--- src/rtl/mem_stream_loader.sv ---
// Streams words into / out of the three memory regions in region order, hiding the one-cycle read latency.
// Optional LOADER_CHECKSUM_EN builds a running XOR of every transferred word on the checksum port.
module mem_stream_loader #(
   parameter int WIDTH                = 32,
   parameter int SINGLE_MEM_DEPTH     = 14,
   parameter int SINGLE_MEM_DEPTH_LOG = $clog2(SINGLE_MEM_DEPTH)
) (
   input  logic                            clk,
   input  logic                            rst_n,
   input  logic                            start_load,
   input  logic                            start_unload,
   output logic                            busy,
   output logic                            done,
   input  logic                            s_valid,
   input  logic [WIDTH-1:0]                s_data,
   output logic                            s_ready,
   output logic                            m_valid,
   output logic [WIDTH-1:0]                m_data,
   input  logic                            m_ready,
   output logic                            mem_0_wr_en,
   output logic [SINGLE_MEM_DEPTH_LOG-1:0] mem_0_wr_addr,
   output logic [WIDTH-1:0]                mem_0_din,
   output logic                            mem_1_wr_en,
   output logic [SINGLE_MEM_DEPTH_LOG-1:0] mem_1_wr_addr,
   output logic [WIDTH-1:0]                mem_1_din,
   output logic                            mem_2_wr_en,
   output logic [SINGLE_MEM_DEPTH_LOG-1:0] mem_2_wr_addr,
   output logic [WIDTH-1:0]                mem_2_din,
   output logic                            mem_0_rd_en,
   output logic [SINGLE_MEM_DEPTH_LOG-1:0] mem_0_rd_addr,
   output logic                            mem_1_rd_en,
   output logic [SINGLE_MEM_DEPTH_LOG-1:0] mem_1_rd_addr,
   output logic                            mem_2_rd_en,
   output logic [SINGLE_MEM_DEPTH_LOG-1:0] mem_2_rd_addr,
   input  logic [WIDTH-1:0]                mem_dout,
   output logic [WIDTH-1:0]                checksum
);

   typedef enum logic [1:0] {IDLE, LOAD, UNLOAD, DRAIN} state_t;

   localparam logic [SINGLE_MEM_DEPTH_LOG-1:0] LAST_ADDR = SINGLE_MEM_DEPTH_LOG'(SINGLE_MEM_DEPTH - 1);

   state_t                          state;
   logic [1:0]                      region;
   logic [SINGLE_MEM_DEPTH_LOG-1:0] addr;
   logic                            inflight;
   logic [WIDTH-1:0]                fifo_mem [2];
   logic                            fifo_wr_ptr;
   logic                            fifo_rd_ptr;
   logic [1:0]                      fifo_count;
   logic                            done_q;

   logic       s_fire;
   logic       m_fire;
   logic       rd_issue;
   logic       step;
   logic       last_word;
   logic [2:0] occupancy;
   logic [1:0] fifo_count_next;
   logic [2:0] region_sel;
   logic [2:0] wr_sel;
   logic [2:0] rd_sel;

   assign busy      = (state != IDLE);
   assign done      = done_q;
   assign s_ready   = (state == LOAD);
   assign m_valid   = (fifo_count != 2'd0);
   assign m_data    = m_valid ? fifo_mem[fifo_rd_ptr] : '0;
   assign s_fire    = s_ready & s_valid;
   assign m_fire    = m_valid & m_ready;
   assign last_word = (region == 2'd2) && (addr == LAST_ADDR);

   // A read may issue only if its word is guaranteed a FIFO slot when it lands next cycle.
   assign occupancy       = 3'(fifo_count) + 3'(inflight) - 3'(m_fire);
   assign rd_issue        = (state == UNLOAD) && (occupancy < 3'd2);
   assign step            = s_fire | rd_issue;
   assign fifo_count_next = fifo_count + 2'(inflight) - 2'(m_fire);

   always_comb begin
      case (region)
         2'd0:    region_sel = 3'b001;
         2'd1:    region_sel = 3'b010;
         2'd2:    region_sel = 3'b100;
         default: region_sel = 3'b000;
      endcase
   end

   assign wr_sel = s_fire   ? region_sel : 3'b000;
   assign rd_sel = rd_issue ? region_sel : 3'b000;

   assign mem_0_wr_en   = wr_sel[0];
   assign mem_0_wr_addr = wr_sel[0] ? addr : '0;
   assign mem_0_din     = wr_sel[0] ? s_data : '0;
   assign mem_1_wr_en   = wr_sel[1];
   assign mem_1_wr_addr = wr_sel[1] ? addr : '0;
   assign mem_1_din     = wr_sel[1] ? s_data : '0;
   assign mem_2_wr_en   = wr_sel[2];
   assign mem_2_wr_addr = wr_sel[2] ? addr : '0;
   assign mem_2_din     = wr_sel[2] ? s_data : '0;
   assign mem_0_rd_en   = rd_sel[0];
   assign mem_0_rd_addr = rd_sel[0] ? addr : '0;
   assign mem_1_rd_en   = rd_sel[1];
   assign mem_1_rd_addr = rd_sel[1] ? addr : '0;
   assign mem_2_rd_en   = rd_sel[2];
   assign mem_2_rd_addr = rd_sel[2] ? addr : '0;

   // The word fetched last cycle is always pushed; DRAIN waits until nothing is pending or buffered.
   always_ff @(posedge clk or negedge rst_n) begin
      if (!rst_n) begin
         state       <= IDLE;
         region      <= 2'd0;
         addr        <= '0;
         inflight    <= 1'b0;
         fifo_mem[0] <= '0;
         fifo_mem[1] <= '0;
         fifo_wr_ptr <= 1'b0;
         fifo_rd_ptr <= 1'b0;
         fifo_count  <= 2'd0;
         done_q      <= 1'b0;
      end else begin
         done_q     <= 1'b0;
         inflight   <= rd_issue;
         fifo_count <= fifo_count_next;
         if (inflight) begin
            fifo_mem[fifo_wr_ptr] <= mem_dout;
            fifo_wr_ptr           <= ~fifo_wr_ptr;
         end
         if (m_fire) begin
            fifo_rd_ptr <= ~fifo_rd_ptr;
         end
         if (step) begin
            if (last_word) begin
               region <= 2'd0;
               addr   <= '0;
            end else if (addr == LAST_ADDR) begin
               region <= region + 2'd1;
               addr   <= '0;
            end else begin
               addr <= addr + SINGLE_MEM_DEPTH_LOG'(1);
            end
         end
         case (state)
            IDLE: begin
               if (start_load) begin
                  state  <= LOAD;
                  region <= 2'd0;
                  addr   <= '0;
               end else if (start_unload) begin
                  state  <= UNLOAD;
                  region <= 2'd0;
                  addr   <= '0;
               end
            end
            LOAD: begin
               if (s_fire && last_word) begin
                  state  <= IDLE;
                  done_q <= 1'b1;
               end
            end
            UNLOAD: begin
               if (rd_issue && last_word) begin
                  state <= DRAIN;
               end
            end
            DRAIN: begin
               if (!inflight && (fifo_count_next == 2'd0)) begin
                  state  <= IDLE;
                  done_q <= 1'b1;
               end
            end
            default: state <= IDLE;
         endcase
      end
   end

`ifdef LOADER_CHECKSUM_EN
   logic [WIDTH-1:0] checksum_q;

   // Cleared when a transfer starts; afterwards folds in each accepted word on either stream.
   always_ff @(posedge clk or negedge rst_n) begin
      if (!rst_n) begin
         checksum_q <= '0;
      end else if ((state == IDLE) && (start_load || start_unload)) begin
         checksum_q <= '0;
      end else begin
         checksum_q <= checksum_q ^ (s_fire ? s_data : '0) ^ (m_fire ? m_data : '0);
      end
   end

   assign checksum = checksum_q;
`else
   assign checksum = '0;
`endif

endmodule

--- config.mk ---
export PLATFORM = sky130hd
export DESIGN_NAME = mem_stream_loader
export DESIGN_NICKNAME = d
export VERILOG_FILES = /design/src/rtl/mem_stream_loader.sv
export SDC_FILE = /design/constraint.sdc
export NUM_CORES = 1
export LEC_CHECK = 0
export CELL_PAD_IN_SITES_DETAIL_PLACEMENT = 2
export CELL_PAD_IN_SITES_GLOBAL_PLACEMENT = 2
export CORE_ASPECT_RATIO = 0.75
export CORE_MARGIN = 5
export CORE_UTILIZATION = 24
export DETAILED_ROUTE_END_ITERATION = 7
export PLACE_DENSITY = 0.91
export SLEW_MARGIN = 0
export SYNTH_ARGS = -nofsm -noshare
export SYNTH_HDL_FRONTEND = slang
export SYNTH_SLANG_ARGS = --single-unit
--- constraint.sdc ---
create_clock -name clk -period 5.2 [get_ports clk]
set_clock_uncertainty 0.2 [all_clocks]
set_input_delay 0.52 -clock clk [delete_from_list [all_inputs] [get_ports clk]]
set_output_delay 0.52 -clock clk [all_outputs]
set_load 0.03 [all_outputs]
==> results of run 1 <==
==> power groups by stage <==
stage	logic (mW)	registers, mW	clock network (mW)
2_1_floorplan	1.44	1.03	0
5_1_grt	2.24	1.23	0.723
3_5_place_dp	2.11	1.20	0
3_3_place_gp	2.04	1.18	0
6_report	2.08	1.18	0.674
4_1_cts	2.12	1.19	0.694
==> area by class of cell <==
| class | instances | area share |
|---|---|---|
| flip-flops and latches | 78 | 0.262 |
| repair buffers | 237 | 0.316 |
| multi-input cells | 342 | 0.334 |
| clock buffers | 10 | 0.0307 |
| well taps | 253 | 0.0424 |
| clock inverters | 5 | 0.0112 |
| inverters | 9 | 0.00453 |
==> placed cells by master (no fill, tap or decap), drive strengths merged, types with 2 or more instances in the layout <==
cell type	count
nor2b	2
mux2i	35
o31ai	2
mux2	64
nor2	38
clkinvlp	2
bufinv	2
nand3	2
and2	112
and3	15
dfrtp	78
buf	7
ha	6
conb	32
clkdlybuf4s50	230
clkbuf	10
xor2	3
a21oi	5
nand2b	2
inv	10
nand2	9
nor3	2
or2	2
==> metal layers <==
layer | global-route usage | share of wire | vias to the layer above
li1 | - | - | 1876
met5 | 0 | 0 | -
met3 | 0.0360 | 0.052 | 16
met2 | 0.269 | 0.52 | 105
met4 | 0.0240 | 0.010 | 0
met1 | 0.186 | 0.42 | 2046
==> worst max-delay path by stage <==
stage	to	depth (start not counted)	slack, ns
after global placement	mem_2_rd_addr[3]	12	1.05
after floorplan	mem_1_rd_addr[1]	12	1.52
final	mem_1_rd_addr[3]	13	0.87
after global routing	mem_1_rd_addr[2]	13	0.65
after detailed placement	mem_1_rd_addr[3]	12	0.89
after CTS	mem_1_rd_addr[3]	13	0.82
==> registers in the layout (all words and copies together) (netlist names) <==
| register | flops |
|---|---|
| state | 2 |
| addr | 4 |
| fifo_wr_ptr | 1 |
| fifo_count | 2 |
| done | 1 |
| region | 2 |
| fifo_mem | 64 |
| inflight | 1 |
| fifo_rd_ptr | 1 |
==> cell usage after synthesis <==
master and n:
a211o_1 1, a211oi_1 1, a21boi_1 1, a21oi_1 5, and2_1 112, and3_1 15, and4b_1 1, buf_2 20
buf_4 35, clkbuf_1 9, conb_1 1, dfrtp_1 78, fa_1 1, ha_1 6, inv_1 8, inv_2 1
mux2_1 20, mux2_2 44, mux2i_1 35, nand2_1 9, nand2b_1 2, nand3_1 2, nand3b_1 1, nand4_1 1
nand4b_1 1, nor2_1 38, nor2b_1 2, nor3_1 1, nor3_2 1, o21a_1 1, o21ai_0 1, o31ai_1 2
o41ai_4 1, or2_1 1, or2_2 1, xor2_1 3
==> metrics by stage <==
step / total power [mW] / util
global placement: 3.23 / 0.369
floorplan: 2.47 / -
CTS: 4.00 / 0.385
detailed placement: 3.31 / 0.369
global route: 4.19 / 0.385
finish: 3.93 / 0.385
==> cells by family after synthesis <==
group | Yosys count | share of synthesized area
simple gates | 188 | 0.225
mux | 99 | 0.226
flops | 78 | 0.411
buf+inv | 73 | 0.0906
compound gates | 13 | 0.0219
fa+ha+maj | 7 | 0.0200
xor+xnor | 3 | 0.00553
other cells | 1 | 0.000790
==> qor.yml, run 1 <==
worst_setup_path:
  rr_worst_depth: 12
  critPathMaxStageDelay_ns: 0.68
  critical_path_required_ns: 4.48
  cp-start-kind: "flop"
  crit_path_cell_trace: "nor2_2 > inv_1 > and2_1 > ha_1 > inv_1 > ha_1 > inv_1 > fa_1 > nand2_1 > nor3_2 > buf_4 > and3_1 > clkdlybuf4s50_1"
  crit_top_cell: "inv_1"
  timing.rr.start: "fifo_count[1]"
  crit_type: "flop to output port"
  endpoint_kind: "output port"
  worstPathArrival_ns: 3.61
  setup.worst_path.start: "fifo_count[1]"
  path_buf_inv: 5
  worstPathMaxFanout: 17
  crit_slowest_cell: "clkdlybuf4s50_1"
  rrSetupSlack_ns: 2.04
  path_delay_family: "buffers and inverters"
  r2r-end: "region[0]"
power_and_ir_drop:
  p_switching_mw: 1.67
  vdd_drop_max_mv: 0.303
  cellPowerDensity_nw_per_um2: 527
  leakage_nw: 3.20
  switching_share: 0.425
  clkPwrFrac: 0.171
  seqPwrFrac: 0.301
  pwr-share-comb: 0.528
  intPower_mw: 2.26
place:
  place.gp.congestion: 0.740
  placed_area_um2: 7150
  port_buffers: 231
  dp.cells: 919
  dpl_worst_slack_ns: 0.885
  dp_hpwl_um: 13800
clocking:
  cts_tree: "done"
  clk_pin_slew_ns: 0.06
  root_buffer: "clkbuf_16"
  post_cts_buffers: 0
  clockBufferDepth: 2
  h-tree-depth: 3
  clk_latency_ns: 0.33
  cts_buffers: 9
  cts_resized: 0
  cts.sinks: 78
  cts_hold_buf: 0
cells_and_area:
  drive_above_1_share: 0.106
  area_growth_pct: 57.2
  finalNetCount: 754
  fill_cells: 2075
  stdcell_count: 934
  n_antenna_cell: 0
  multiInputGateArea_um2: 2490
  ff_latch_area_um2: 1950
  final_area_um2: 7460
drt:
  drc: 0
  wl_per_cell_um: 18.9
  ant_nets: 0
  viasPerCell: 4.33
  drt-initial-drc-count: 123
  wirelength_um: 17700
  first_pass_iters: 4
  vias: 4043
timing:
  maxSlewHeadroom: 0.289
  tns_ns: 0
  setup_viol: 0
  worst_slack_ns: 0.869
  fin_hold_ws_ns: 0.160
  hold_viol_final: 0
  fin_crit_sh: 0.833
  finalMaxSlewViolations: 0
  finalCriticalPeriod_ns: 4.33
  max_clock_freq_ghz: 0.231
  rsz0062_at_grt: "no"
  worst_slew_pin_slew_ns: 1.06
logic_synthesis:
  synth_seq_area_share: 0.411
  synthCells: 462
  syn_area_per_cell_um2: 10.3
  yosysTopAreaCellShare: 0.411
  ys_warn_count: 0
  synth_seq_cells: 78
  ys_top_cells_by_area: "dfrtp_1 (41%), and2_1 (15%), mux2_2 (10%)"
  synthDistinctLibCells: 36
  syn_area_um2: 4750
  synth_area_leader_cell: "dfrtp_1"
die:
  core_um2: 19400
  std_cell_rows: 44
  ios: 264
  die_w_um: 172
  die_area_um2: 22700
  dieHeight_um: 132
  initial_core_util: 0.245
run_status:
  status: "completed"
global_route:
  overflow: 0
  grt_pass1_wl_um: 27000
  track_usage: 0.151
  grt_pass1_vias: 4472
  grt_start_max_net_pins: 79
  grt_antenna_before_repair: 0
run:
  cap_viol_max_count: 0
min_path:
  hold_path_class: "input pin to asynchronous set/reset pin"
No activity file was read; power rests on OpenSTA's default activity.
==> run 2: changes to the inputs <==
--- a/config.mk
+++ b/config.mk
@@ -9,9 +9,9 @@
 export CELL_PAD_IN_SITES_GLOBAL_PLACEMENT = 2
 export CORE_ASPECT_RATIO = 0.75
 export CORE_MARGIN = 5
-export CORE_UTILIZATION = 24
+export CORE_UTILIZATION = 22
 export DETAILED_ROUTE_END_ITERATION = 7
-export PLACE_DENSITY = 0.91
+export PLACE_DENSITY = 0.85
 export SLEW_MARGIN = 0
 export SYNTH_ARGS = -nofsm -noshare
 export SYNTH_HDL_FRONTEND = slang
==> constraint.sdc (replaced) <==
create_clock -name clk -period 4.2 [get_ports clk]
set_clock_uncertainty 0.2 [all_clocks]
set_input_delay 0.42 -clock clk [delete_from_list [all_inputs] [get_ports clk]]
set_output_delay 0.42 -clock clk [all_outputs]
set_load 0.03 [all_outputs]
==> run 2 against run 1 <==
  * Clock power increased by 35%
  * Design area up 1.5%
  * Via count down 1.6%
  * Worst hold slack better by 0.12 ns
  * Critical path depth unchanged
  * Non-clock buffer count increased by 3
  * Critical path type unchanged
  * Largest power group unchanged
==> qor.yml, run 2 (synthesis results as in run 1) <==
worst_setup_path:
  path_depth: 13
  crit_top_cell: "inv_1"
  rrSetupSlack_ns: 1.04
  critical_path_required_ns: 3.58
  endpoint_kind: "output port"
  timing.rr.start: "fifo_count[1]"
  endpoint: "mem_0_rd_addr[2]"
  crit_type: "flop to output port"
  worstPathMaxFanout: 17
  crit_path_cell_trace: "nor2_2 > inv_1 > and2_1 > ha_1 > inv_1 > ha_1 > inv_1 > fa_1 > xor2_1 > nor3_4 > buf_12 > and3_1 > buf_12"
  path_delay_family: "adder cells"
  path_buf_inv: 5
  r2r-end: "region[0]"
  cp-start-kind: "flop"
  setup.worst_path.start: "fifo_count[1]"
  critPathMaxStageDelay_ns: 0.47
  rr_worst_depth: 12
  worstPathArrival_ns: 3.21
  crit_slowest_cell: "xor2_1"
power_and_ir_drop:
  intPower_mw: 2.89
  vdd_drop_max_mv: 0.497
  p_switching_mw: 2.10
  finalPower_mw: 4.99
  clkPwrFrac: 0.183
  leakage_nw: 3.29
  pwr-share-comb: 0.531
  cellPowerDensity_nw_per_um2: 659
  switching_share: 0.422
  seqPwrFrac: 0.287
cells_and_area:
  mostFrequentLayoutCell: "clkdlybuf4s50_1"
  post-route-util: 0.358
  area_growth_pct: 59.5
  layout_common_cells: "clkdlybuf4s50_1 (215), and2_1 (112), dfrtp_1 (77), mux2_2 (44), nor2_1 (37)"
  regMostFlops: "fifo_mem"
  finalNetCount: 757
  top_regs: "fifo_mem x64, addr x4"
  stdcell_count: 973
  largest_reg_flops: 64
  drive_above_1_share: 0.134
  n_antenna_cell: 0
  final_area_um2: 7570
global_route:
  grt_pass1_vias: 4488
  grt_pass1_wl_um: 27100
  overflow: 0
  track_usage: 0.139
  grt_start_max_net_pins: 49
  grt_antenna_before_repair: 0
drt:
  wl_per_cell_um: 18.5
  ant_nets: 0
  first_pass_iters: 4
  viasPerCell: 4.09
  drc: 0
  vias: 3978
  drt-initial-drc-count: 73
  wirelength_um: 18000
place:
  port_buffers: 231
  dp_hpwl_um: 14000
  placed_area_um2: 7180
  dp.cells: 954
  place.gp.congestion: 0.735
  dpl_worst_slack_ns: 0.0978
timing:
  maxSlewHeadroom: 0.274
  finalCriticalPeriod_ns: 3.83
  worst_slack_ns: 0.374
  finalMaxSlewViolations: 0
  max_clock_freq_ghz: 0.261
  fin_hold_ws_ns: 0.283
  hold_viol_final: 0
  fin_crit_sh: 0.911
  rsz0062_at_grt: "no"
  setup_viol: 0
  tns_ns: 0
  worst_slew_pin_slew_ns: 1.09
clocking:
  root_buffer: "clkbuf_16"
  h-tree-depth: 3
  clk_latency_ns: 0.33
  cts_buffers: 9
  clk_pin_slew_ns: 0.06
  cts.sinks: 78
  cts_tree: "done"
  clockBufferDepth: 2
die:
  std_cell_rows: 46
  core_um2: 21200
  ios: 264
  die_w_um: 180
  die_area_um2: 24700
  dieHeight_um: 137
  initial_core_util: 0.224
min_path:
  hold_path_class: "flop to flop"
  hp-start: "fifo_mem[32]"
run:
  cap_viol_max_count: 0
run_status:
  status: "completed"
==> run 2: what timing repair did <==
action,CTS,global route
hold endpoints to repair,47,0
setup endpoints to repair,15,1
hold buffers,1,0
resized for setup,1,0
pin swaps,0,1
buffers inserted,0,2
==> run 2: layout make-up <==
class / count / area (um2)
timing repair buffer: 240 / 2380
clock buffer: 9 / 225
clock inverter: 7 / 121
inverter: 9 / 33.8
tap: 288 / 360
multi-input combinational: 342 / 2500
fill: 2354 / 13600
sequential: 78 / 1950
==> run 2: power groups by stage <==
stage	Clock, mW	Sequential (mW)	Combinational, mW
2_1_floorplan	0	1.27	1.79
3_3_place_gp	0	1.42	2.57
3_5_place_dp	0	1.45	2.65
4_1_cts	0.935	1.45	2.68
5_1_grt	0.974	1.49	2.85
6_report	0.911	1.43	2.65
==> run 2: worst min-delay path by stage <==
stage              endpoint  slack, ns  depth (start not counted)
2_1_floorplan       addr[0]      -0.08                          0
3_3_place_gp   fifo_mem[33]       0.27                          1
3_5_place_dp   fifo_mem[32]       0.27                          1
4_1_cts        fifo_mem[32]       0.29                          1
5_1_grt        fifo_mem[32]       0.31                          1
6_report       fifo_mem[32]       0.28                          1
==> run 2: metal layers <==
layer | routed length [um] | GRT usage | up-vias
met5 | 0 | 0 | -
li1 | - | - | 1876
met3 | 704 | 0.0359 | 12
met1 | 7610 | 0.173 | 1988
met4 | 198 | 0.0241 | 0
met2 | 9500 | 0.248 | 102
